$ cat src/rtl/seg_scan_pkg.sv
// Shared definitions for the seven-segment scan controller: register offsets,
// CTRL field positions, the hex-to-segment table and dwell sizing helpers.
package seg_scan_pkg;

    localparam logic [31:0] DATA_OFS = 32'd0;
    localparam logic [31:0] CTRL_OFS = 32'd4;

    localparam int CTRL_EN_BIT    = 0;
    localparam int CTRL_LZS_BIT   = 1;
    localparam int CTRL_DP_LSB    = 8;
    localparam int CTRL_BLANK_LSB = 16;
    localparam int CTRL_DUTY_LSB  = 28;

    // Segment patterns {g,f,e,d,c,b,a}, active-high, indexed by nibble value.
    localparam logic [6:0] HEX_SEG [16] = '{
        7'h3F, 7'h06, 7'h5B, 7'h4F, 7'h66, 7'h6D, 7'h7D, 7'h07,
        7'h7F, 7'h6F, 7'h77, 7'h7C, 7'h39, 7'h5E, 7'h79, 7'h71
    };

    function automatic int dwell_cycles(input int clk_freq, input int scan_hz);
        int d;
        d = clk_freq / scan_hz;
        if (d < 32'sd2) begin
            d = 32'sd2;
        end else begin
            d = d;
        end
        return d;
    endfunction

    function automatic int dwell_width(input int clk_freq, input int scan_hz);
        int w;
        w = $clog2(dwell_cycles(clk_freq, scan_hz));
        return (w < 32'sd1) ? 32'sd1 : w;
    endfunction

endpackage

$ cat src/rtl/seg_scan_ctrl_if.sv
// CPU data-bus bundle shared by the scan controller (slave) and the bus owner (master).
interface seg_scan_ctrl_if;

    logic        Read;
    logic        Write;
    logic [31:0] Address;
    logic [31:0] Write_data;
    logic [31:0] Read_data;

    modport master (
        output Read, Write, Address, Write_data,
        input  Read_data
    );

    modport slave (
        input  Read, Write, Address, Write_data,
        output Read_data
    );

endinterface

$ cat src/rtl/seg_hex_decode.sv
// Combinational nibble to seven-segment decoder, active-high {g,f,e,d,c,b,a}.
module seg_hex_decode
    import seg_scan_pkg::*;
(
    input  logic [3:0] i_nibble,
    output logic [6:0] o_seg
);

    // Table lookup of the segment pattern.
    always_comb begin
        o_seg = HEX_SEG[i_nibble];
    end

endmodule

$ cat src/rtl/seg_scan_ctrl.sv
// Memory-mapped multi-digit seven-segment scan controller with DATA/CTRL registers.
// Optional brightness control via CTRL.DUTY is built when SEG_SCAN_DIM_EN is defined.
module seg_scan_ctrl
    import seg_scan_pkg::*;
#(
    parameter int          CLK_FREQ     = 110000000,
    parameter int          NUM_DIGITS   = 4,
    parameter int          SCAN_HZ      = 1000,
    parameter int          BLANK_CYCLES = 16,
    parameter logic [31:0] BASE_ADDR    = 32'h4000_0010,
    parameter bit          ACTIVE_LOW   = 1'b1
) (
    input  logic                  clk,
    input  logic                  reset,
    seg_scan_ctrl_if.slave        bus,
    output logic [NUM_DIGITS-1:0] sel,
    output logic [6:0]            seg,
    output logic                  dp
);

    localparam int DWELL  = dwell_cycles(CLK_FREQ, SCAN_HZ);
    localparam int DW     = dwell_width(CLK_FREQ, SCAN_HZ);
    localparam int IW     = (NUM_DIGITS > 1) ? $clog2(NUM_DIGITS) : 1;
    localparam int BW_RAW = $clog2(BLANK_CYCLES + 1);
    localparam int BW     = (BW_RAW < 1) ? 1 : BW_RAW;
    localparam int NB     = 4 * NUM_DIGITS;

    logic [NB-1:0]         r_data;
    logic                  r_en;
    logic                  r_lzs;
    logic [NUM_DIGITS-1:0] r_dp_mask;
    logic [NUM_DIGITS-1:0] r_blank_mask;
`ifdef SEG_SCAN_DIM_EN
    logic [3:0]            r_duty;
    logic [3:0]            r_phase;
`endif

    logic [DW-1:0]         r_dwell;
    logic [IW-1:0]         r_idx;
    logic [BW-1:0]         r_blank;

    logic [NUM_DIGITS-1:0] r_sel_pin;
    logic [6:0]            r_seg_pin;
    logic                  r_dp_pin;

    logic                  w_hit_data;
    logic                  w_hit_ctrl;
    logic [31:0]           w_data_rd;
    logic [31:0]           w_ctrl_rd;
    logic [3:0]            w_nibble;
    logic [6:0]            w_hex;
    logic                  w_zero_run;
    logic                  w_lzs_dark;
    logic                  w_dark;
    logic                  w_lit;
    logic [NUM_DIGITS-1:0] w_sel;
    logic [6:0]            w_seg;
    logic                  w_dp;
    logic                  w_unused_wdata;

    assign w_hit_data     = (bus.Address == (BASE_ADDR + DATA_OFS));
    assign w_hit_ctrl     = (bus.Address == (BASE_ADDR + CTRL_OFS));
    assign w_unused_wdata = ^bus.Write_data;

    // Register read-back views and the combinational read mux.
    always_comb begin
        w_data_rd             = 32'd0;
        w_data_rd[NB-1:0]     = r_data;
        w_ctrl_rd             = 32'd0;
        w_ctrl_rd[CTRL_EN_BIT]  = r_en;
        w_ctrl_rd[CTRL_LZS_BIT] = r_lzs;
        w_ctrl_rd[CTRL_DP_LSB +: NUM_DIGITS]    = r_dp_mask;
        w_ctrl_rd[CTRL_BLANK_LSB +: NUM_DIGITS] = r_blank_mask;
`ifdef SEG_SCAN_DIM_EN
        w_ctrl_rd[CTRL_DUTY_LSB +: 4] = r_duty;
`endif
        if (bus.Read && w_hit_data) begin
            bus.Read_data = w_data_rd;
        end else if (bus.Read && w_hit_ctrl) begin
            bus.Read_data = w_ctrl_rd;
        end else begin
            bus.Read_data = 32'd0;
        end
    end

    // DATA and CTRL register writes; unimplemented bits are never stored.
    always_ff @(posedge clk) begin
        if (reset) begin
            r_data       <= '0;
            r_en         <= 1'b0;
            r_lzs        <= 1'b0;
            r_dp_mask    <= '0;
            r_blank_mask <= '0;
`ifdef SEG_SCAN_DIM_EN
            r_duty       <= 4'd0;
`endif
        end else begin
            if (bus.Write && w_hit_data) begin
                r_data <= bus.Write_data[NB-1:0];
            end
            if (bus.Write && w_hit_ctrl) begin
                r_en         <= bus.Write_data[CTRL_EN_BIT];
                r_lzs        <= bus.Write_data[CTRL_LZS_BIT];
                r_dp_mask    <= bus.Write_data[CTRL_DP_LSB +: NUM_DIGITS];
                r_blank_mask <= bus.Write_data[CTRL_BLANK_LSB +: NUM_DIGITS];
`ifdef SEG_SCAN_DIM_EN
                r_duty       <= bus.Write_data[CTRL_DUTY_LSB +: 4];
`endif
            end
        end
    end

    // Dwell / digit / anti-ghost timers; all parked at zero while disabled.
    always_ff @(posedge clk) begin
        if (reset || !r_en) begin
            r_dwell <= '0;
            r_idx   <= '0;
            r_blank <= '0;
        end else if (r_dwell == DW'(DWELL - 1)) begin
            r_dwell <= '0;
            r_idx   <= (r_idx == IW'(NUM_DIGITS - 1)) ? '0 : r_idx + 1'b1;
            r_blank <= BW'(BLANK_CYCLES);
        end else begin
            r_dwell <= r_dwell + 1'b1;
            if (r_blank != '0) begin
                r_blank <= r_blank - 1'b1;
            end
        end
    end

`ifdef SEG_SCAN_DIM_EN
    // Free-running PWM phase for the brightness duty window.
    always_ff @(posedge clk) begin
        if (reset || !r_en) begin
            r_phase <= 4'd0;
        end else begin
            r_phase <= r_phase + 4'd1;
        end
    end
`endif

    seg_hex_decode u_hex (
        .i_nibble (w_nibble),
        .o_seg    (w_hex)
    );

    // Leading-zero run: walk from the top digit down, capturing the run at the current index.
    always_comb begin
        w_zero_run = r_lzs;
        w_lzs_dark = 1'b0;
        for (int k = NUM_DIGITS - 1; k > 0; k--) begin
            w_zero_run = w_zero_run && (r_data[4*k +: 4] == 4'd0);
            w_lzs_dark = (IW'(k) == r_idx) ? w_zero_run : w_lzs_dark;
        end
    end

    // Next pin values, internal active-high view.
    always_comb begin
        w_nibble = r_data[{r_idx, 2'b00} +: 4];
        w_dark   = r_blank_mask[r_idx] || w_lzs_dark;
`ifdef SEG_SCAN_DIM_EN
        w_lit    = r_en && (r_blank == '0) && (r_phase <= r_duty);
`else
        w_lit    = r_en && (r_blank == '0);
`endif
        w_sel    = w_lit ? (NUM_DIGITS'(1'b1) << r_idx) : '0;
        w_seg    = (w_lit && !w_dark) ? w_hex : 7'd0;
        w_dp     = (w_lit && !w_dark) ? r_dp_mask[r_idx] : 1'b0;
    end

    // Registered pins with polarity applied.
    always_ff @(posedge clk) begin
        if (reset) begin
            r_sel_pin <= {NUM_DIGITS{ACTIVE_LOW}};
            r_seg_pin <= {7{ACTIVE_LOW}};
            r_dp_pin  <= ACTIVE_LOW;
        end else begin
            r_sel_pin <= w_sel ^ {NUM_DIGITS{ACTIVE_LOW}};
            r_seg_pin <= w_seg ^ {7{ACTIVE_LOW}};
            r_dp_pin  <= w_dp ^ ACTIVE_LOW;
        end
    end

    assign sel = r_sel_pin;
    assign seg = r_seg_pin;
    assign dp  = r_dp_pin;

endmodule
$ cat src/flat_wrapper.sv
// flat-port wrapper written by rule: the top's interface ports become plain ports
module seg_scan_ctrl_flat import seg_scan_pkg::*;
#(
    parameter int          CLK_FREQ     = 110000000,
    parameter int          NUM_DIGITS   = 4,
    parameter int          SCAN_HZ      = 1000,
    parameter int          BLANK_CYCLES = 16,
    parameter logic [31:0] BASE_ADDR    = 32'h4000_0010,
    parameter bit          ACTIVE_LOW   = 1'b1
)
  (clk, reset, sel, seg, dp, bus_Read, bus_Write, bus_Address, bus_Write_data, bus_Read_data);
  seg_scan_ctrl_if bus_i ();
  input  logic clk;
  input  logic reset;
  output logic [NUM_DIGITS-1:0] sel;
  output logic [6:0] seg;
  output logic dp;
  input wire logic [$bits(bus_i.Read)-1:0] bus_Read;
  input wire logic [$bits(bus_i.Write)-1:0] bus_Write;
  input wire logic [$bits(bus_i.Address)-1:0] bus_Address;
  input wire logic [$bits(bus_i.Write_data)-1:0] bus_Write_data;
  output wire logic [$bits(bus_i.Read_data)-1:0] bus_Read_data;
  assign bus_i.Read = bus_Read;
  assign bus_i.Write = bus_Write;
  assign bus_i.Address = bus_Address;
  assign bus_i.Write_data = bus_Write_data;
  assign bus_Read_data = bus_i.Read_data;
  seg_scan_ctrl #(.CLK_FREQ(CLK_FREQ), .NUM_DIGITS(NUM_DIGITS), .SCAN_HZ(SCAN_HZ), .BLANK_CYCLES(BLANK_CYCLES), .BASE_ADDR(BASE_ADDR), .ACTIVE_LOW(ACTIVE_LOW)) u_core (.clk(clk), .reset(reset), .bus(bus_i), .sel(sel), .seg(seg), .dp(dp));
endmodule
$ cat config.mk
export PLATFORM = sky130hd
export DESIGN_NAME = seg_scan_ctrl_flat
export DESIGN_NICKNAME = d
export VERILOG_FILES = /design/src/rtl/seg_scan_pkg.sv /design/src/rtl/seg_scan_ctrl_if.sv /design/src/rtl/seg_hex_decode.sv /design/src/rtl/seg_scan_ctrl.sv /design/src/flat_wrapper.sv
export SDC_FILE = /design/constraint.sdc
export NUM_CORES = 1
export LEC_CHECK = 0
export CORE_MARGIN = 3
export CORE_UTILIZATION = 48
export CTS_BUF_LIST = sky130_fd_sc_hd__clkbuf_8
export DETAILED_ROUTE_END_ITERATION = 8
export MAX_ROUTING_LAYER = met4
export PLACE_DENSITY = 0.89
export SLEW_MARGIN = 10
export SYNTH_ARGS = -nofsm -noshare
export SYNTH_HDL_FRONTEND = slang
export SYNTH_SLANG_ARGS = --single-unit
$ cat constraint.sdc
create_clock -name clk -period 3.2 [get_ports clk]
set_input_delay 0.96 -clock clk [delete_from_list [all_inputs] [get_ports clk]]
set_output_delay 0.96 -clock clk [all_outputs]
set_load 0.01 [all_outputs]
==> impl_metrics.ini <==
[global_route]
grt_first_pass_wirelength_mm = 14.5
initial_antenna_violation_count = 0
grt_pass1_vias = 2913
global_route.overflow_total = 0
groute.usage.overall_pct = 22.8
grt_max_degree = 46

[power]
ir_worst_vdd_uv = 296
clock_power_share_pct = 43.8
power.total_mw = 1.57
power.share.combinational_pct = 7.1
power_report.internal_total_mw = 1.23
power_frac_seq_pct = 49.2
net-switching-power_mw = 0.334
leakagePower_nw = 1.68
power_density_over_cell_area_nw_per_um2 = 340
swShare_pct = 21.3

[clocking]
ctsRootBufferMaster = sky130_fd_sc_hd__clkbuf_8
worst_path_clk_slew_ns = 0.07
cts.path.max_buffers = 2
tritoncts = built
cts.htree.levels = 3
clk_latency_ns = 0.34
cts-hold-fix-buffers = 0
cts_inserted_buffers = 9
cts.sinks = 62

[placement]
gpl.final_weighted_congestion = 0.883
placed_cells_incl_taps = 539
post-dp-hpwl_mm = 6.38
port_buffers = 87

[setup_path]
ff2ff_setup_slack_ns = 0.78
highest_cell_delay_on_the_worst_timing_path_ns = 0.27
worstPathArrival_ns = 2.24
r2r_end = u_core.seg[0]
crit_chain = buf_6 -> nor4b_4 -> and4_4 -> buf_6 -> and3_4 -> and3_4 -> buf_6
cp_num_cells = 7
worstSetupEndpointType = output pin
r2r_start = u_core.r_idx[0]
kind_of_cell_adding_the_most_delay_to_the_critical_path = simple AND/OR/NAND/NOR gates
worst_path_most_repeated_cell = sky130_fd_sc_hd__buf_6
crit_path_end = bus_Read_data[13]
path_class = in2out
cp_num_buf_inv = 3
timing.reg2reg.worst_path_depth = 7
timing.critical_path.required_ns = 2.24
worst-path-max-fanout = 7
startpoint = bus_Address[10]
start_kind = input port
critical-path-slowest-cell = sky130_fd_sc_hd__and4_4

[floorplanning]
number_of_rows_in_the_core_area = 29
die_height_um = 89.9
floorplan.io_pins = 112
start_util_pct = 51.4
dieWidth_um = 89.9
core_um2 = 6570
die-area_um2 = 8080

[hold_path]
worstHoldPathType = reg2reg

[finish]
number_of_nets_in_the_final_layout = 541
mostFrequentLayoutCell = sky130_fd_sc_hd__dfxtp_1
layout_common_cells = sky130_fd_sc_hd__dfxtp_1, sky130_fd_sc_hd__nand2b_1, sky130_fd_sc_hd__clkdlybuf4s50_1, sky130_fd_sc_hd__mux2i_1, sky130_fd_sc_hd__nor2_1
drive_gt1_share_pct = 23.7
number_of_cells_in_the_finished_layout_apart_from_fillers = 558
n_antenna_cell = 0
flow.area_growth_from_synthesis_pct = 36.7
postLayoutCoreUtil_pct = 70.3

[drt]
via_per_inst = 5.24
detail_route.wl_per_cell_um = 15.7
length_of_the_first_detailed_routing_pass_in_iterations = 4
wl_mm = 8.74
initialDrtViolationCount = 206
routed-via-count = 2926
postRouteAntennaNets = 0
drc = 0

[flow_run]
cap_viol_max_count = 0

[timing]
clock.fmax_ghz = 0.313
setup_viols_final = 0
hold-worst-slack_ns = 0.452
tightest_slew_ns = 0.642
max_slew_headroom_at_the_worst_pin_pct = 57.2
timing.final.crit_share_pct = 99.9
fin_skew_ns = 0.00951
setup_repair_after_global_routing_missed_its_margin = yes
finalWorstPathRequiredPeriod_ns = 3.20
totalNegativeSetupSlack_ns = 0
timing.final.hold_violations = 0
report.final.slew_viol_count = 0

[synth]
synth_cell_types = 44
syn-mean-instance-area_um2 = 9.30
synth_cells = 363
synth.largest_area_cell = sky130_fd_sc_hd__dfxtp_1
yosysWarnings = 0
synth_largest_type_area_fraction_pct = 36.8
synth-edff-count = 0
synth_seq_cells = 62
ys_async_sr_fraction_pct = 0
synth_area_um2 = 3380
seq_area_frac_synth_pct = 36.8
synth.top_cells.by_area = sky130_fd_sc_hd__dfxtp_1, sky130_fd_sc_hd__mux2i_1, sky130_fd_sc_hd__nand2b_1, sky130_fd_sc_hd__ha_1, sky130_fd_sc_hd__mux4_2
leading_register_cell_type_out_of_synthesis = sky130_fd_sc_hd__dfxtp_1

[outcome]
result_of_the_run = finished clean
==> power by group through the flow <==
stage / Combinational [mW] / Sequential, mW / Clock (mW)
6_report: 0.111 / 0.771 / 0.687
5_1_grt: 0.119 / 0.771 / 0.726
4_1_cts: 0.100 / 0.771 / 0.693
3_5_place_dp: 0.110 / 0.789 / 0
3_3_place_gp: 0.108 / 0.789 / 0
2_1_floorplan: 0.0435 / 0.789 / 0
==> flip-flops by register name, indices dropped and copies added, names as in the netlist <==
| name | flops |
|---|---|
| u_core.r_idx | 2 |
| u_core.r_lzs | 1 |
| u_core.dp | 1 |
| u_core.r_blank | 5 |
| u_core.r_en | 1 |
| u_core.r_dp_mask | 4 |
| u_core.seg | 7 |
| u_core.r_dwell | 17 |
| u_core.sel | 4 |
| u_core.r_data | 16 |
| u_core.r_blank_mask | 4 |
==> area by class of cell <==
class                           instances  area (um2)
Multi-Input combinational cell        277        2140
Fill cell                             491        1950
Sequential cell                        62        1240
Timing Repair Buffer                   99         876
Clock buffer                           11         151
Tap cell                               93         116
Clock inverter                          4        47.5
Inverter                               12        45.0
==> worst reg2reg max path: cells and delay by family (launching register included) <==
kind | cells | cell delay, ns
mux | 2 | 0.78
flops | 1 | 0.71
compound gates | 2 | 0.31
fa+ha+maj | 1 | 0.27
buf+inv | 1 | 0.16
simple gates | 1 | 0.10
==> layer usage <==
metal | vias up | track usage [%] | wire length (um)
met1 | 1384 | 27.0 | 3670
met4 | 0 | 9.06 | 178
met5 | - | - | 0
li1 | 1429 | - | -
met2 | 94 | 37.9 | 4440
met3 | 19 | 4.84 | 458
==> cell usage after synthesis (3+ instances only) <==
cell type                   n
sky130_fd_sc_hd__a21oi_1    4
sky130_fd_sc_hd__nand2b_1  49
sky130_fd_sc_hd__o21ai_0    3
sky130_fd_sc_hd__mux4_2     6
sky130_fd_sc_hd__inv_1     11
sky130_fd_sc_hd__buf_2      3
sky130_fd_sc_hd__o211ai_1   4
sky130_fd_sc_hd__clkbuf_1   7
sky130_fd_sc_hd__nor4_1    13
sky130_fd_sc_hd__nand3_1    8
sky130_fd_sc_hd__buf_4     14
sky130_fd_sc_hd__xor2_1     7
sky130_fd_sc_hd__and3_1    15
sky130_fd_sc_hd__xnor2_1   13
sky130_fd_sc_hd__nor3_1     8
sky130_fd_sc_hd__mux2i_1   35
sky130_fd_sc_hd__ha_1      12
sky130_fd_sc_hd__nand4_1    5
sky130_fd_sc_hd__dfxtp_1   62
sky130_fd_sc_hd__mux2_2     3
sky130_fd_sc_hd__nand2_1   22
sky130_fd_sc_hd__nor2_1    31
==> how the worst min path moves through the flow <==
stage	end	from	depth (start not counted)	slack, ns
2_1_floorplan	u_core.r_dwell[0]	u_core.r_dwell[0]	1	0.41
4_1_cts	u_core.r_dwell[0]	u_core.r_dwell[0]	1	0.45
5_1_grt	u_core.r_dwell[0]	u_core.r_dwell[0]	1	0.47
6_report	u_core.r_dwell[0]	u_core.r_dwell[0]	1	0.45
3_3_place_gp	u_core.r_dwell[0]	u_core.r_dwell[0]	1	0.42
3_5_place_dp	u_core.r_dwell[0]	u_core.r_dwell[0]	1	0.44
==> logic make-up (layout without fill, tap and decap cells) <==
kind of cell | Yosys count | in the layout | share of synthesized area (%)
flops | 62 | 62 | 36.8
compound gates | 20 | 20 | 4.30
other cells | 1 | 12 | 0.111
simple gates | 168 | 169 | 28.2
xor+xnor | 20 | 20 | 5.19
buf+inv | 36 | 126 | 5.67
fa+ha+maj | 12 | 12 | 4.45
mux | 44 | 44 | 15.4
==> through the flow <==
step                      setup WS (ns)  instance area [um2]
final                           0.00271                 4620
after detailed placement         -0.793                 4360
after CTS                       0.00256                 4510
after floorplan                   0.163                 3420
after global routing            -0.0714                 4620
after global placement           -0.775                 4360
==> repair_timing <==
item / CTS / global route
setup buffers: 3 / 1
setup endpoints to repair: 20 / 20
cloned: 1 / 0
hold endpoints to repair: 0 / 0
gates resized for setup: 179 / 35
pin swaps: 15 / 8
(Power assumes the default switching activity.)
